### config.mk
export PLATFORM = sky130hd
export DESIGN_NAME = if_stage_flat
export DESIGN_NICKNAME = d
export VERILOG_FILES = /design/src/rtl/if_stage_if.sv /design/src/rtl/if_stage.sv /design/src/flat_wrapper.sv
export SDC_FILE = /design/constraint.sdc
export NUM_CORES = 1
export LEC_CHECK = 0
export CAP_MARGIN = 20
export CORE_UTILIZATION = 40
export CTS_CLUSTER_SIZE = 28
export DETAILED_ROUTE_END_ITERATION = 8
export PLACE_DENSITY = 0.8
export SLEW_MARGIN = 15
export SYNTH_ARGS = -nofsm -noshare
export SYNTH_HDL_FRONTEND = slang
export SYNTH_SLANG_ARGS = --single-unit
### constraint.sdc
create_clock -name clk -period 1.5 [get_ports clk]
set_input_delay 0.3 -clock clk [delete_from_list [all_inputs] [get_ports clk]]
set_output_delay 0.3 -clock clk [all_outputs]
set_load 0.05 [all_outputs]
### src/rtl/if_stage_if.sv
// Fetch-stage bus: incrementer/imem return path, hazard/EX controls and the IF/ID register outputs.
interface if_stage_if;
  logic [31:0] pc_incr;
  logic [31:0] imem_data;
  logic        stall;
  logic        redirect;
  logic [31:0] redirect_pc;
  logic [31:0] pc_out;
  logic [31:0] ifid_instr;
  logic [31:0] ifid_npc;
  logic        ifid_valid;

  modport master (
    output pc_incr, imem_data, stall, redirect, redirect_pc,
    input  pc_out, ifid_instr, ifid_npc, ifid_valid
  );

  modport slave (
    input  pc_incr, imem_data, stall, redirect, redirect_pc,
    output pc_out, ifid_instr, ifid_npc, ifid_valid
  );
endinterface

### src/rtl/if_stage.sv
// Instruction-fetch stage: PC register, next-PC select and IF/ID pipeline register.
// Optional performance counters are enabled by defining IF_PERF_CNT_EN.
module if_stage #(
  parameter logic [31:0] RESET_PC  = 32'h0000_0000,
  parameter logic [31:0] NOP_INSTR = 32'h0000_0000
) (
  input  logic        clk,
  input  logic        rst,
`ifdef IF_PERF_CNT_EN
  output logic [31:0] fetch_cnt,
  output logic [31:0] bubble_cnt,
`endif
  if_stage_if.slave   bus
);

  typedef enum logic [1:0] {StBoot, StRun, StHold} fst_e;

  fst_e        fst;
  logic [31:0] pc;
  logic [31:0] instr;
  logic [31:0] npc;
  logic        valid;

  // Every output comes straight from a register; no input reaches an output combinationally.
  assign bus.pc_out     = pc;
  assign bus.ifid_instr = instr;
  assign bus.ifid_npc   = npc;
  assign bus.ifid_valid = valid;

  always_ff @(posedge clk) begin
    if (rst) begin
      fst   <= StBoot;
      pc    <= RESET_PC;
      instr <= NOP_INSTR;
      npc   <= 32'h0;
      valid <= 1'b0;
`ifdef IF_PERF_CNT_EN
      fetch_cnt  <= 32'h0;
      bubble_cnt <= 32'h0;
`endif
    end else if (bus.redirect) begin
      // The word fetched this cycle is on the wrong path; replace it with a bubble.
      fst   <= StRun;
      pc    <= bus.redirect_pc;
      instr <= NOP_INSTR;
      npc   <= 32'h0;
      valid <= 1'b0;
`ifdef IF_PERF_CNT_EN
      bubble_cnt <= bubble_cnt + 32'h1;
`endif
    end else if (fst == StBoot || !bus.stall) begin
      // Stall is ignored in the boot cycle so the first fetch always lands.
      fst   <= StRun;
      pc    <= bus.pc_incr;
      instr <= bus.imem_data;
      npc   <= bus.pc_incr;
      valid <= 1'b1;
`ifdef IF_PERF_CNT_EN
      fetch_cnt <= fetch_cnt + 32'h1;
`endif
    end else begin
      fst <= StHold;
    end
  end

endmodule

### src/flat_wrapper.sv
// flat-port wrapper written by rule: the top's interface ports become plain ports
module if_stage_flat 
#(
  parameter logic [31:0] RESET_PC  = 32'h0000_0000,
  parameter logic [31:0] NOP_INSTR = 32'h0000_0000
)
  (clk, rst, bus_pc_incr, bus_imem_data, bus_stall, bus_redirect, bus_redirect_pc, bus_pc_out, bus_ifid_instr, bus_ifid_npc, bus_ifid_valid);
  if_stage_if bus_i ();
  input  logic clk;
  input  logic rst;
  input wire logic [$bits(bus_i.pc_incr)-1:0] bus_pc_incr;
  input wire logic [$bits(bus_i.imem_data)-1:0] bus_imem_data;
  input wire logic [$bits(bus_i.stall)-1:0] bus_stall;
  input wire logic [$bits(bus_i.redirect)-1:0] bus_redirect;
  input wire logic [$bits(bus_i.redirect_pc)-1:0] bus_redirect_pc;
  output wire logic [$bits(bus_i.pc_out)-1:0] bus_pc_out;
  output wire logic [$bits(bus_i.ifid_instr)-1:0] bus_ifid_instr;
  output wire logic [$bits(bus_i.ifid_npc)-1:0] bus_ifid_npc;
  output wire logic [$bits(bus_i.ifid_valid)-1:0] bus_ifid_valid;
  assign bus_i.pc_incr = bus_pc_incr;
  assign bus_i.imem_data = bus_imem_data;
  assign bus_i.stall = bus_stall;
  assign bus_i.redirect = bus_redirect;
  assign bus_i.redirect_pc = bus_redirect_pc;
  assign bus_pc_out = bus_i.pc_out;
  assign bus_ifid_instr = bus_i.ifid_instr;
  assign bus_ifid_npc = bus_i.ifid_npc;
  assign bus_ifid_valid = bus_i.ifid_valid;
  if_stage #(.RESET_PC(RESET_PC), .NOP_INSTR(NOP_INSTR)) u_core (.clk(clk), .rst(rst), .bus(bus_i));
endmodule
=== Yosys cells after proc, flatten, opt, wreduce, memory -nomap -nowiden ===
Cells that the tools add are included.

* Add/subtract/negate cells: 0
* Multipliers: 0
* Divide/modulo/power cells: 0
* Magnitude comparators: 0
* Equal/unequal tests: 0
* Shifts and indexed selects: 0
* Multiplexer cells: 4
* Bitwise logic cells: 0
* Reductions and logical operators: 5

{| class="wikitable"
|+ Operator list
! kind !! count
|-
| $mux 32 || 2
|-
| $logic_not 2->1 || 1
|-
| $mux 2 || 1
|-
| $reduce_bool 2->1 || 1
|-
| $reduce_or 2->1 || 1
|-
| $logic_not 1->1 || 1
|-
| $logic_or 1x1->1 || 1
|-
| $mux 1 || 1
|}

* Register bits: 99
* Latch bits: 0
* RAM bits: 0
* Bits in read-only memories: 0
* Input bits: 100
* Logic and storage cells: 15
* Memories kept: 0

=== Logic depth before layout (Yosys ltp) ===
Gate-level depths: netlist of run 1.

* Word-level depth: 4
* Depth in mapped cells: 6
* Gate-level depth less buffers: 3

=== Least setup slack after synthesis of run 1 ===
Ideal clock, no wire load.

* Path type: input port to flip-flop
* From: in bus_redirect
* To: reg u_core.pc[10] (netlist: u_core.bus.pc_out[10])
* Library setup time: 0.152 ns
* Arrival: 0.997 ns
* Setup slack: 0.351 ns
* Stages on the path: 3
* Buffers on the path: 2
* Path through: buf_2 clkbuf_1 a221oi_2

* Longest elaborated chain between the ends: 1
* Elaborated cells on any way between the ends: 2

{| class="wikitable"
|+ Ends and longest elaborated chain
! item !! line !! text
|-
| start, declared || flat_wrapper.sv:14 || <nowiki>input wire logic [$bits(bus_i.redirect)-1:0] bus_redirect;</nowiki>
|-
| $mux 32 or $reduce_bool 2->1 (tied branches) || - ||
|-
| end signal, assigned || if_stage.sv:44 || <nowiki>pc <= bus.redirect_pc;</nowiki>
|-
| end signal, assigned || if_stage.sv:54 || <nowiki>pc <= bus.pc_incr;</nowiki>
|-
| end, declared || if_stage.sv:19 || <nowiki>logic [31:0] pc;</nowiki>
|}

Parallel ways exist; a longest one is shown, timed or not.
A chain may end at the register's enable or synchronous reset.

=== Worst setup path after layout of run 1 ===
* From: in bus_stall
* To: reg u_core.pc[2] (netlist: u_core.bus.pc_out[2])

* Longest elaborated chain between the ends: 3

{| class="wikitable"
|+ Ends and longest elaborated chain
! item !! line !! text
|-
| start, declared || flat_wrapper.sv:13 || <nowiki>input wire logic [$bits(bus_i.stall)-1:0] bus_stall;</nowiki>
|-
| $logic_not 1->1 || if_stage.sv:51 || <nowiki>end else if (fst == StBoot || !bus.stall) begin</nowiki>
|-
| $logic_or 1x1->1 || if_stage.sv:51 ||
|-
| $reduce_bool 2->1 (no line) || - ||
|}

Every way passes these cells.

==> parameters.txt, run 1 <==
Parameter                              Value

Power
  Max VDD drop    about 0.61 mV
  Combinational cell fraction of total power    28.2%
  PnR Total Power    roughly 0.0067 W
  P_int    0.00467 W
  Proportion of total power due to net switching    between 20 and 30%
  P per Cell Area    923 nW/um2
  Register share of total power    approximately 44%
  NetSw    around 0.002 W
  Clock network power share    about 28%
  Leakage dissipation    between 2 and 3 nW

Drt
  Violation count after the first detailed-route iteration    114
  Number of iterations in the first detailed-routing pass    4
  Detail-routed net length per standard cell    between 15 and 20 um
  Total Routed Length    between 10000 and 15000 um
  DRC violation count after routing    0
  Vias after detailed routing    slightly below 4k
  Via density per instance    slightly above 5
  Count of antenna-violating nets left after detailed routing    0

Placement
  Quantity of I/O buffers inserted on ports    196
  Routability congestion estimate from global placement    around 0.9
  Cell count after placement    ~740
  Placed wire-length estimate after detailed placement    9850 um

Timing
  Normalized max-slew margin    roughly two thirds
  Final Slew Violations    0
  Worst Tran Pin Value    around 0.5 ns
  RSZ-0062 raised after global routing    false
  Endpoints failing hold    0
  Post-route clock period utilization    between 90% and 100%
  Setup_tns    0 ns
  Final-layout worst hold slack    ~0.38 ns
  Maximum frequency from static timing analysis    about 740 MHz
  Count of endpoints failing setup in the final report    0
  Clock Skew    approximately 0.007 ns
  Clock period minus final worst setup slack    1.35 ns

Cells and area
  Area Growth Syn to Fin    86.9%
  Antenna cells    0
  Multi-input logic area    between 1500 and 2000 um2
  Non-filler instance count after layout    around 760
  Share of post-route cells with drive strength above 1    between 30% and 40%
  Util after Layout    approximately 80%
  Layout Nets    between 700 and 800
  Filler cells    just under 600
  Storage element area    1980 um2

Setup path
  Crit path required time    1.77 ns
  R2R depth    4
  Maximum fanout along the worst path    18
  Launching element type of the critical path    input port
  Library cell contributing the largest single delay on the critical path    sky130_fd_sc_hd__clkdlybuf4s50_1
  CP Data Arrival Time    about 1.6 ns
  Endpoint type of the worst setup path    flop
  Start-to-end type of the worst setup path    in2reg
  Critical-path cell list    clkdlybuf4s50_1, o21a_2, buf_4, a21oi_1, a221oi_2
  Largest stage delay on the critical path    0.49 ns

Hold path
  Worst hold path depth    3
  Hold crit path type    in2reg

CTS
  Insertion delay of the later-clocked pin in the worst-skew pair    ~0.36 ns
  CTS H-tree lvls    3
  Post-cts resize count    0
  Clock Tree Root    sky130_fd_sc_hd__clkbuf_8
  Hold-fix buffer count after cts    0
  Largest buffer count on any clock path    2
  Total setup buffers inserted after CTS    0
  Clock input transition at the sequential cells of the worst setup and hold paths    ~0.09 ns
  Clock tree from TritonCTS    built
  Cts bufs inserted    9
  CTS sink cnt    99

Floorplanning
  Placeable core area    9280 um2
  Die X    100 um
  Die area    roughly 10000 um2
  Initial Utilization    41.6%
  Chip Height    ~100 um
  Core Rows    35
  I/O pin count    197

GRT
  Met3 Use GR    under 10%
  All-Layer GR Usage    approximately a quarter
  GR Overflow Total    0
  Largest net degree at the start of global routing    40
  Fraction of met1 tracks used by global routing    between 20% and 30%
  Busiest layer in global routing    met2
  Antenna violations before repair    0
  Met2 routing resource usage after global routing    between 40% and 50%
  Number of global-route vias before repair    between 3k and 4k
  Wire length of the first global-routing pass    roughly 20000 um

Synthesis
  Most used flip-flop cell after synthesis    sky130_fd_sc_hd__dfxtp_1
  Number of distinct library cell variants in the gate-level netlist after synthesis    14
  Area of the mapped netlist    between 3000 and 4000 um2
  Average instance area after synthesis    8.97 um2
  Sequential-to-total area share from yosys stat    between 50 and 60%
  #FFs+latches synth    99
  Number of flops mapped to enable cells by yosys    0
  Area contributors post-synth    sky130_fd_sc_hd__dfxtp_1 (51%), sky130_fd_sc_hd__a221oi_2 (12%), sky130_fd_sc_hd__nand2_1 (12%)
  Most numerous cell types in the synthesized netlist    sky130_fd_sc_hd__nand2_1 (128), sky130_fd_sc_hd__dfxtp_1 (99), sky130_fd_sc_hd__a21oi_1 (76)
  Number of warnings printed during yosys synthesis    0
  Total nets after synthesis    531
  Dominant cell by count in the synthesized netlist    sky130_fd_sc_hd__nand2_1
  Synth top area share    between 50% and 60%
  Cell count after synthesis    431
  Fraction of registers with async set or reset after synthesis    0%
  Post-synthesis cell type with the largest combined area    sky130_fd_sc_hd__dfxtp_1

Run status
  Result of the run    complete, no violations

Job
  Number of max-cap violations    0
-- stage by stage --
stage | instance area, um2 | worst slack [ns]
after floorplan | 3870 | 0.351
after global placement | 7010 | -0.128
after detailed placement | 7010 | -0.221
after CTS | 7230 | 0.161
after global routing | 7230 | 0.0849
final | 7230 | 0.145
-- critical path, delay by kind of cell --
kind / cells / cell delay [ns]
buffers and inverters: 2 / 0.73
AOI/OAI and AO/OA: 3 / 0.58
-- routing by layer --
layer | share of wire [%] | routed length, um
met1 | 36 | 4650
met2 | 53 | 6710
met3 | 8.0 | 1020
met4 | 3.0 | 380
met5 | 0.047 | 6
-- cell type report --
type	instances	share of cell area [%]
Timing Repair Buffer	217	44.0
Sequential cell	99	27.4
Multi-Input combinational cell	264	21.7
Tap cell	129	2.23
Clock buffer	10	1.90
Inverter	32	1.66
Clock inverter	5	1.07
-- flip-flops by register name, summed over array words and instances (netlist names) --
| name | cells |
|---|---|
| u_core.bus.ifid_instr | 32 |
| u_core.bus.ifid_npc | 32 |
| u_core.bus.pc_out | 32 |
| u_core.fst | 2 |
| u_core.bus.ifid_valid | 1 |
-- cells in the final DEF (no fill, tap or decap) --
| master | n |
|---|---|
| sky130_fd_sc_hd__inv_1 | 32 |
| sky130_fd_sc_hd__nand2_1 | 128 |
| sky130_fd_sc_hd__o21a_2 | 1 |
| sky130_fd_sc_hd__bufinv_16 | 2 |
| sky130_fd_sc_hd__or2_2 | 1 |
| sky130_fd_sc_hd__nor2_1 | 5 |
| sky130_fd_sc_hd__buf_4 | 13 |
| sky130_fd_sc_hd__clkinvlp_4 | 1 |
| sky130_fd_sc_hd__buf_2 | 2 |
| sky130_fd_sc_hd__a21oi_2 | 20 |
| sky130_fd_sc_hd__clkinv_2 | 2 |
| sky130_fd_sc_hd__o21ai_4 | 1 |
| sky130_fd_sc_hd__a21oi_1 | 76 |
| sky130_fd_sc_hd__a221oi_2 | 32 |
| sky130_fd_sc_hd__dfxtp_1 | 99 |
| sky130_fd_sc_hd__buf_12 | 105 |
| sky130_fd_sc_hd__clkbuf_8 | 10 |
| sky130_fd_sc_hd__clkdlybuf4s50_1 | 97 |
-- final timing paths --
path	start	endpoint	slack, ns
setup / recovery	bus_stall	u_core.bus.pc_out[2]$_SDFFE_PP0P_	0.15
hold reg to reg	u_core.bus.ifid_instr[4]$_SDFFE_PP0P_	u_core.bus.ifid_instr[4]$_SDFFE_PP0P_	0.49
setup reg to reg	u_core.fst[1]$_SDFF_PP0_	u_core.bus.pc_out[2]$_SDFFE_PP0P_	0.16
hold / removal	rst	u_core.bus.ifid_npc[4]$_SDFFE_PP0P_	0.38
-- kinds of logic after synthesis --
family	after synthesis	share of synthesized area (%)
AO/OA/AOI/OAI	130	27.2
AND/OR/NAND/NOR	134	13.1
flip-flops	99	51.3
buffers and inverters	68	8.45
-- power groups by stage --
stage / clock network, W / logic, W / registers [W]
after floorplan: 0 / 0.000430 / 0.00338
after CTS: 0.00190 / 0.00189 / 0.00292
after global routing: 0.00203 / 0.00196 / 0.00294
after detailed placement: 0 / 0.00189 / 0.00299
final: 0.00186 / 0.00188 / 0.00292
after global placement: 0 / 0.00185 / 0.00298
No activity file was read; power rests on OpenSTA's default activity.
==> run 2, diff against run 1 <==
Settings changed: MAX_ROUTING_LAYER set to met4.
==> parameters.txt, run 2 (same netlist as run 1, synthesis figures left out) <==
Parameter                              Value

Run status
  Result of the run    complete, no violations (unchanged)

CTS
  Post-cts resize count    0 (unchanged)
  Total setup buffers inserted after CTS    0 (unchanged)
  CTS sink cnt    99 (unchanged)
  Clock tree from TritonCTS    built (unchanged)
  Largest buffer count on any clock path    2 (unchanged)
  Cts bufs inserted    9 (unchanged)
  CTS H-tree lvls    3 (unchanged)
  Clock Tree Root    sky130_fd_sc_hd__clkbuf_8 (unchanged)
  Hold-fix buffer count after cts    0 (unchanged)
  Insertion delay of the later-clocked pin in the worst-skew pair    0.37 ns (was 0.36 ns)
  Clock input transition at the sequential cells of the worst setup and hold paths    0.09 ns (about the same)

Timing
  Maximum frequency from static timing analysis    732 MHz (was 738 MHz)
  RSZ-0062 raised after global routing    false (unchanged)
  Post-route clock period utilization    91.1% (was 90.3%)
  Count of endpoints failing setup in the final report    0 (unchanged)
  Endpoints failing hold    0 (unchanged)
  Worst Tran Pin Value    0.510 ns (about the same)
  Clock Skew    0.00824 ns (was 0.00701 ns)
  Normalized max-slew margin    66.0% (about the same)
  Clock period minus final worst setup slack    1.37 ns (was 1.35 ns)
  Final Slew Violations    0 (unchanged)
  Final-layout worst hold slack    0.374 ns (was 0.375 ns)

Power
  P per Cell Area    924 nW/um2 (was 923 nW/um2)
  Leakage dissipation    2.94 nW (unchanged)
  Max VDD drop    0.608 mV (was 0.609 mV)

GRT
  Wire length of the first global-routing pass    19900 um (about the same)
  Antenna violations before repair    0 (unchanged)
  GR Overflow Total    0 (unchanged)
  Largest net degree at the start of global routing    40 (unchanged)
  All-Layer GR Usage    26.6% (was 25.8%)
  Number of global-route vias before repair    3968 (was 3979)

Drt
  Vias after detailed routing    3846 (was 3858)
  DRC violation count after routing    0 (unchanged)
  Detail-routed net length per standard cell    17.0 um (was 16.9 um)
  Violation count after the first detailed-route iteration    119 (was 114)
  Total Routed Length    12900 um (was 12800 um)
  Number of iterations in the first detailed-routing pass    4 (unchanged)
  Via density per instance    5.09 (was 5.10)
  Count of antenna-violating nets left after detailed routing    0 (unchanged)

Floorplanning
  Initial Utilization    41.6% (unchanged)
  Die X    100 um (unchanged)
  Placeable core area    9280 um2 (unchanged)
  Die area    10100 um2 (unchanged)
  Chip Height    100 um (unchanged)
  Core Rows    35 (unchanged)
  I/O pin count    197 (unchanged)

Placement
  Quantity of I/O buffers inserted on ports    196 (unchanged)
  Routability congestion estimate from global placement    0.908 (was 0.893)
  Cell count after placement    741 (unchanged)
  Placed wire-length estimate after detailed placement    9850 um (unchanged)

Setup path
  Critical Path Start    bus_stall (unchanged)
  Crit path required time    1.77 ns (about the same)
  Endpoint type of the worst setup path    flop (unchanged)
  Start-to-end type of the worst setup path    in2reg (unchanged)
  Startpoint of the lowest-slack register-to-register path    u_core.fst[1]$_SDFF_PP0_ (unchanged)
  Launching element type of the critical path    input port (unchanged)
  Reg-to-reg setup timing slack    0.14 ns (was 0.16 ns)
  Capture instance of the worst register-to-register path    u_core.bus.pc_out[2]$_SDFFE_PP0P_ (unchanged)
  CP Data Arrival Time    1.64 ns (was 1.63 ns)
  R2R depth    4 (unchanged)
  Maximum fanout along the worst path    18 (unchanged)

Cells and area
  Share of post-route cells with drive strength above 1    30.3% (unchanged)
  Area Growth Syn to Fin    86.9% (unchanged)
  Most frequent cells in the layout    sky130_fd_sc_hd__nand2_1 (128), sky130_fd_sc_hd__buf_12 (105), sky130_fd_sc_hd__dfxtp_1 (99), sky130_fd_sc_hd__clkdlybuf4s50_1 (97), sky130_fd_sc_hd__a21oi_1 (76) (unchanged)
  Util after Layout    77.8% (unchanged)
  Leading cell type in the layout, fill and taps excluded    sky130_fd_sc_hd__nand2_1 (unchanged)
  Filler cells    596 (unchanged)
  Layout Nets    723 (unchanged)
  Antenna cells    0 (unchanged)
  Non-filler instance count after layout    756 (unchanged)

Job
  Number of max-cap violations    0 (unchanged)

Hold path
  Worst hold start    rst (unchanged)
  Endpoint, Worst Hold    u_core.bus.ifid_npc[4]$_SDFFE_PP0P_ (unchanged)
  Hold crit path type    in2reg (unchanged)
  Worst hold path depth    3 (unchanged)
## run 2: cell counts in the layout (fill, tap and decap cells not counted)
Identical to the previous run, type by type.
## run 2: worst max-delay path, stage by stage
cell	delay, ns
sky130_fd_sc_hd__clkdlybuf4s50_1	0.49
sky130_fd_sc_hd__o21a_2	0.20
sky130_fd_sc_hd__buf_4	0.24
sky130_fd_sc_hd__a21oi_1	0.12
sky130_fd_sc_hd__a221oi_2	0.27
## run 2: worst max-delay path by stage
stage / to / slack (ns) / cells after the start
2_1_floorplan: u_core.bus.pc_out[10]$_SDFFE_PP0P_ / 0.35 / 3
3_3_place_gp: u_core.bus.pc_out[2]$_SDFFE_PP0P_ / -0.13 / 5
3_5_place_dp: u_core.bus.pc_out[2]$_SDFFE_PP0P_ / -0.22 / 5
4_1_cts: u_core.bus.pc_out[2]$_SDFFE_PP0P_ / 0.16 / 4
5_1_grt: u_core.bus.pc_out[2]$_SDFFE_PP0P_ / 0.09 / 4
6_report: u_core.bus.pc_out[2]$_SDFFE_PP0P_ / 0.13 / 5
## run 2: report_power, final
group / switching, W / total [W] / internal [W]
clock network: 0.000895 / 0.00187 / 0.000970
registers: 0.000155 / 0.00292 / 0.00277
logic: 0.000950 / 0.00188 / 0.000933
total: 0.00200 / 0.00667 / 0.00467
## run 2: final cells by class
class / instances / area, um2 / area share (%)
repair buffers: 217 / 3180 / 44.0
flip-flops and latches: 99 / 1980 / 27.4
multi-input cells: 264 / 1570 / 21.7
well taps: 129 / 161 / 2.23
clock buffers: 10 / 138 / 1.90
inverters: 32 / 120 / 1.66
clock inverters: 5 / 77.6 / 1.07
## run 2: routing by layer
metal / track usage, % / up-vias / wire [um]
li1: - / 1813 / -
met1: 27.9 / 1811 / 4740
met2: 46.4 / 188 / 6750
met3: 7.17 / 34 / 995
met4: 12.4 / 0 / 360
met5: - / - / 0
## run 2: through the flow
| step | setup TNS (ns) | setup WS (ns) | power [W] | instance area, um2 |
|---|---|---|---|---|
| 2_1_floorplan | 0 | 0.351 | 0.00381 | 3870 |
| 3_3_place_gp | -6.61 | -0.128 | 0.00483 | 7010 |
| 3_5_place_dp | -11.26 | -0.221 | 0.00487 | 7010 |
| 4_1_cts | 0 | 0.161 | 0.00672 | 7230 |
| 5_1_grt | 0 | 0.0869 | 0.00693 | 7230 |
| 6_report | 0 | 0.134 | 0.00667 | 7230 |
==> run 3, diff against run 2 <==
Clock period 1.5 ns to 1.45 ns, I/O delays scaled along.
==> parameters.txt, run 3 (same netlist as run 1, synthesis figures left out) <==
Parameter                              Value

Run status
  Result of the run    complete, no violations (unchanged)

Setup path
  CP Data Arrival Time    1.55 ns (was 1.64 ns)
  Endpoint type of the worst setup path    flop (unchanged)
  Largest stage delay on the critical path    0.42 ns (was 0.49 ns)
  Buffers and inverters on the worst path    3 (was 2)
  Start-to-end type of the worst setup path    in2reg (unchanged)
  Launching element type of the critical path    input port (unchanged)
  Critical-path cell list    clkdlybuf4s50_1, buf_4, o21ai_4, buf_12, nand2_1, a221oi_2 (was clkdlybuf4s50_1, o21a_2, buf_4, a21oi_1, a221oi_2)
  Library cell contributing the largest single delay on the critical path    sky130_fd_sc_hd__clkdlybuf4s50_1 (unchanged)
  Cell family with most CP delay    buffers and inverters (unchanged)
  R2R depth    5 (was 4)
  Reg-to-reg setup timing slack    0.19 ns (was 0.14 ns)
  Startpoint of the lowest-slack register-to-register path    u_core.fst[1]$_SDFF_PP0_ (unchanged)
  Maximum fanout along the worst path    38 (was 18)
  Crit path required time    1.71 ns (was 1.77 ns)
  Capture instance of the worst register-to-register path    u_core.bus.ifid_npc[4]$_SDFFE_PP0P_ (was u_core.bus.pc_out[2]$_SDFFE_PP0P_)

CTS
  Insertion delay of the later-clocked pin in the worst-skew pair    0.35 ns (was 0.37 ns)
  Hold-fix buffer count after cts    0 (unchanged)
  Post-cts resize count    0 (unchanged)
  Largest buffer count on any clock path    2 (unchanged)
  Cts bufs inserted    9 (unchanged)
  Clock input transition at the sequential cells of the worst setup and hold paths    0.09 ns (about the same)
  CTS H-tree lvls    3 (unchanged)
  Clock Tree Root    sky130_fd_sc_hd__clkbuf_8 (unchanged)
  Clock tree from TritonCTS    built (unchanged)
  Total setup buffers inserted after CTS    0 (unchanged)
  CTS sink cnt    99 (unchanged)

Cells and area
  Most frequent cells in the layout    sky130_fd_sc_hd__nand2_1 (128), sky130_fd_sc_hd__buf_12 (104), sky130_fd_sc_hd__dfxtp_1 (99), sky130_fd_sc_hd__clkdlybuf4s50_1 (97), sky130_fd_sc_hd__a21oi_1 (76) (was sky130_fd_sc_hd__nand2_1 (128), sky130_fd_sc_hd__buf_12 (105), sky130_fd_sc_hd__dfxtp_1 (99), sky130_fd_sc_hd__clkdlybuf4s50_1 (97), sky130_fd_sc_hd__a21oi_1 (76))
  Filler cells    599 (was 596)
  Layout Nets    721 (was 723)
  Leading cell type in the layout, fill and taps excluded    sky130_fd_sc_hd__nand2_1 (unchanged)
  Design Area, Final    7180 um2 (was 7230 um2)
  Antenna cells    0 (unchanged)
  Util after Layout    77.3% (was 77.8%)
  Share of post-route cells with drive strength above 1    29.9% (was 30.3%)
  Area Growth Syn to Fin    85.7% (was 86.9%)

Timing
  Endpoints failing hold    0 (unchanged)
  Post-route clock period utilization    about 90%
  Maximum frequency from static timing analysis    approximately 770 MHz
  Normalized max-slew margin    76.6% (was 66.0%)
  Clock period minus final worst setup slack    between 1 and 1.5 ns
  Setup_tns    0 ns (unchanged)
  Clock Skew    0.0133 ns (was 0.00824 ns)
  Final Slew Violations    0 (unchanged)
  RSZ-0062 raised after global routing    false (unchanged)
  Worst Tran Pin Value    0.352 ns (was 0.510 ns)
  Count of endpoints failing setup in the final report    0 (unchanged)
  Final-layout worst hold slack    0.375 ns (was 0.374 ns)

Hold path
  Worst hold path depth    3 (unchanged)
  Endpoint, Worst Hold    u_core.bus.ifid_npc[1]$_SDFFE_PP0P_ (was u_core.bus.ifid_npc[4]$_SDFFE_PP0P_)
  Hold crit path type    in2reg (unchanged)
  Worst hold start    rst (unchanged)

Floorplanning
  Chip Height    100 um (unchanged)
  Die X    100 um (unchanged)
  Die area    10100 um2 (unchanged)
  I/O pin count    197 (unchanged)
  Core Rows    35 (unchanged)
  Initial Utilization    41.6% (unchanged)
  Placeable core area    9280 um2 (unchanged)

Placement
  Routability congestion estimate from global placement    0.787 (was 0.908)
  Area after DPL    6980 um2 (was 7010 um2)
  Placed wire-length estimate after detailed placement    9350 um (was 9850 um)
  Quantity of I/O buffers inserted on ports    196 (unchanged)

Drt
  Via density per instance    5.00 (was 5.09)
  Total Routed Length    12200 um (was 12900 um)
  DRC violation count after routing    0 (unchanged)
  Detail-routed net length per standard cell    16.1 um (was 17.0 um)
  Violation count after the first detailed-route iteration    133 (was 119)
  Number of iterations in the first detailed-routing pass    6 (was 4)
  Count of antenna-violating nets left after detailed routing    0 (unchanged)
  Vias after detailed routing    3775 (was 3846)

GRT
  All-Layer GR Usage    25.0% (was 26.6%)
  Number of global-route vias before repair    3835 (was 3968)
  Largest net degree at the start of global routing    66 (was 40)
  GR Overflow Total    0 (unchanged)
  Antenna violations before repair    0 (unchanged)
  Wire length of the first global-routing pass    18900 um (was 19900 um)

Power
  P per Cell Area    937 nW/um2 (was 924 nW/um2)
  Leakage dissipation    2.91 nW (was 2.94 nW)
  Max VDD drop    0.574 mV (was 0.608 mV)
  PnR Total Power    0.00673 W (was 0.00667 W)

Job
  Number of max-cap violations    0 (unchanged)
run 3: cell count changes in the layout (fill, tap and decap cells not counted):
cell,delta
sky130_fd_sc_hd__clkbuf_1,+2
sky130_fd_sc_hd__buf_4,-1
sky130_fd_sc_hd__bufinv_16,-1
sky130_fd_sc_hd__clkinv_2,-1
sky130_fd_sc_hd__buf_12,-1
sky130_fd_sc_hd__clkinvlp_4,+1
run 3: worst register-to-register path: stages, from the launching register on:
cell and delay (ns):
sky130_fd_sc_hd__dfxtp_1 0.38, sky130_fd_sc_hd__o21a_2 0.20, sky130_fd_sc_hd__buf_4 0.23, sky130_fd_sc_hd__buf_4 0.17
sky130_fd_sc_hd__nand2_1 0.06, sky130_fd_sc_hd__a21oi_1 0.16
run 3: per-stage QoR:
stage                     cells  setup WS [ns]
after floorplan             431          0.302
after global placement      739         -0.180
after detailed placement    739         -0.205
after CTS                   755          0.169
after global routing        755          0.102
final                       755          0.159
run 3: cell type report:
class	instances	area (um2)	area share (%)
timing repair buffer	215	3150	43.9
clock buffer	12	145	2.02
inverter	32	120	1.67
sequential	99	1980	27.6
clock inverter	4	50.0	0.697
multi-input combinational	264	1570	21.8
tap	129	161	2.25
run 3: power by group:
group | switching [W] | leakage [nW] | internal (W)
clock | 0.000928 | 0.0926 | 0.000846
combinational | 0.000974 | 2.01 | 0.000957
sequential | 0.000156 | 0.816 | 0.00287
total | 0.00206 | 2.91 | 0.00467
run 3: routing by layer:
layer	routed length [um]	GRT usage, %	vias to the layer above	part of all wire, %
li1	-	-	1816	-
met1	4730	26.8	1797	39
met2	6480	45.3	145	53
met3	737	5.36	17	6.1
met4	211	9.14	0	1.7
met5	0	-	-	0
run 3: worst max path at each step:
stage	from	to	slack, ns	depth (start not counted)
after detailed placement	bus_stall	u_core.bus.pc_out[29]$_SDFFE_PP0P_	-0.20	6
final	bus_stall	u_core.bus.pc_out[29]$_SDFFE_PP0P_	0.16	6
after CTS	bus_stall	u_core.bus.pc_out[29]$_SDFFE_PP0P_	0.17	6
after global placement	bus_stall	u_core.bus.pc_out[29]$_SDFFE_PP0P_	-0.18	6
after global routing	u_core.fst[1]$_SDFF_PP0_	u_core.bus.pc_out[31]$_SDFFE_PP0P_	0.10	4
after floorplan	u_core.fst[1]$_SDFF_PP0_	u_core.bus.pc_out[10]$_SDFFE_PP0P_	0.30	5
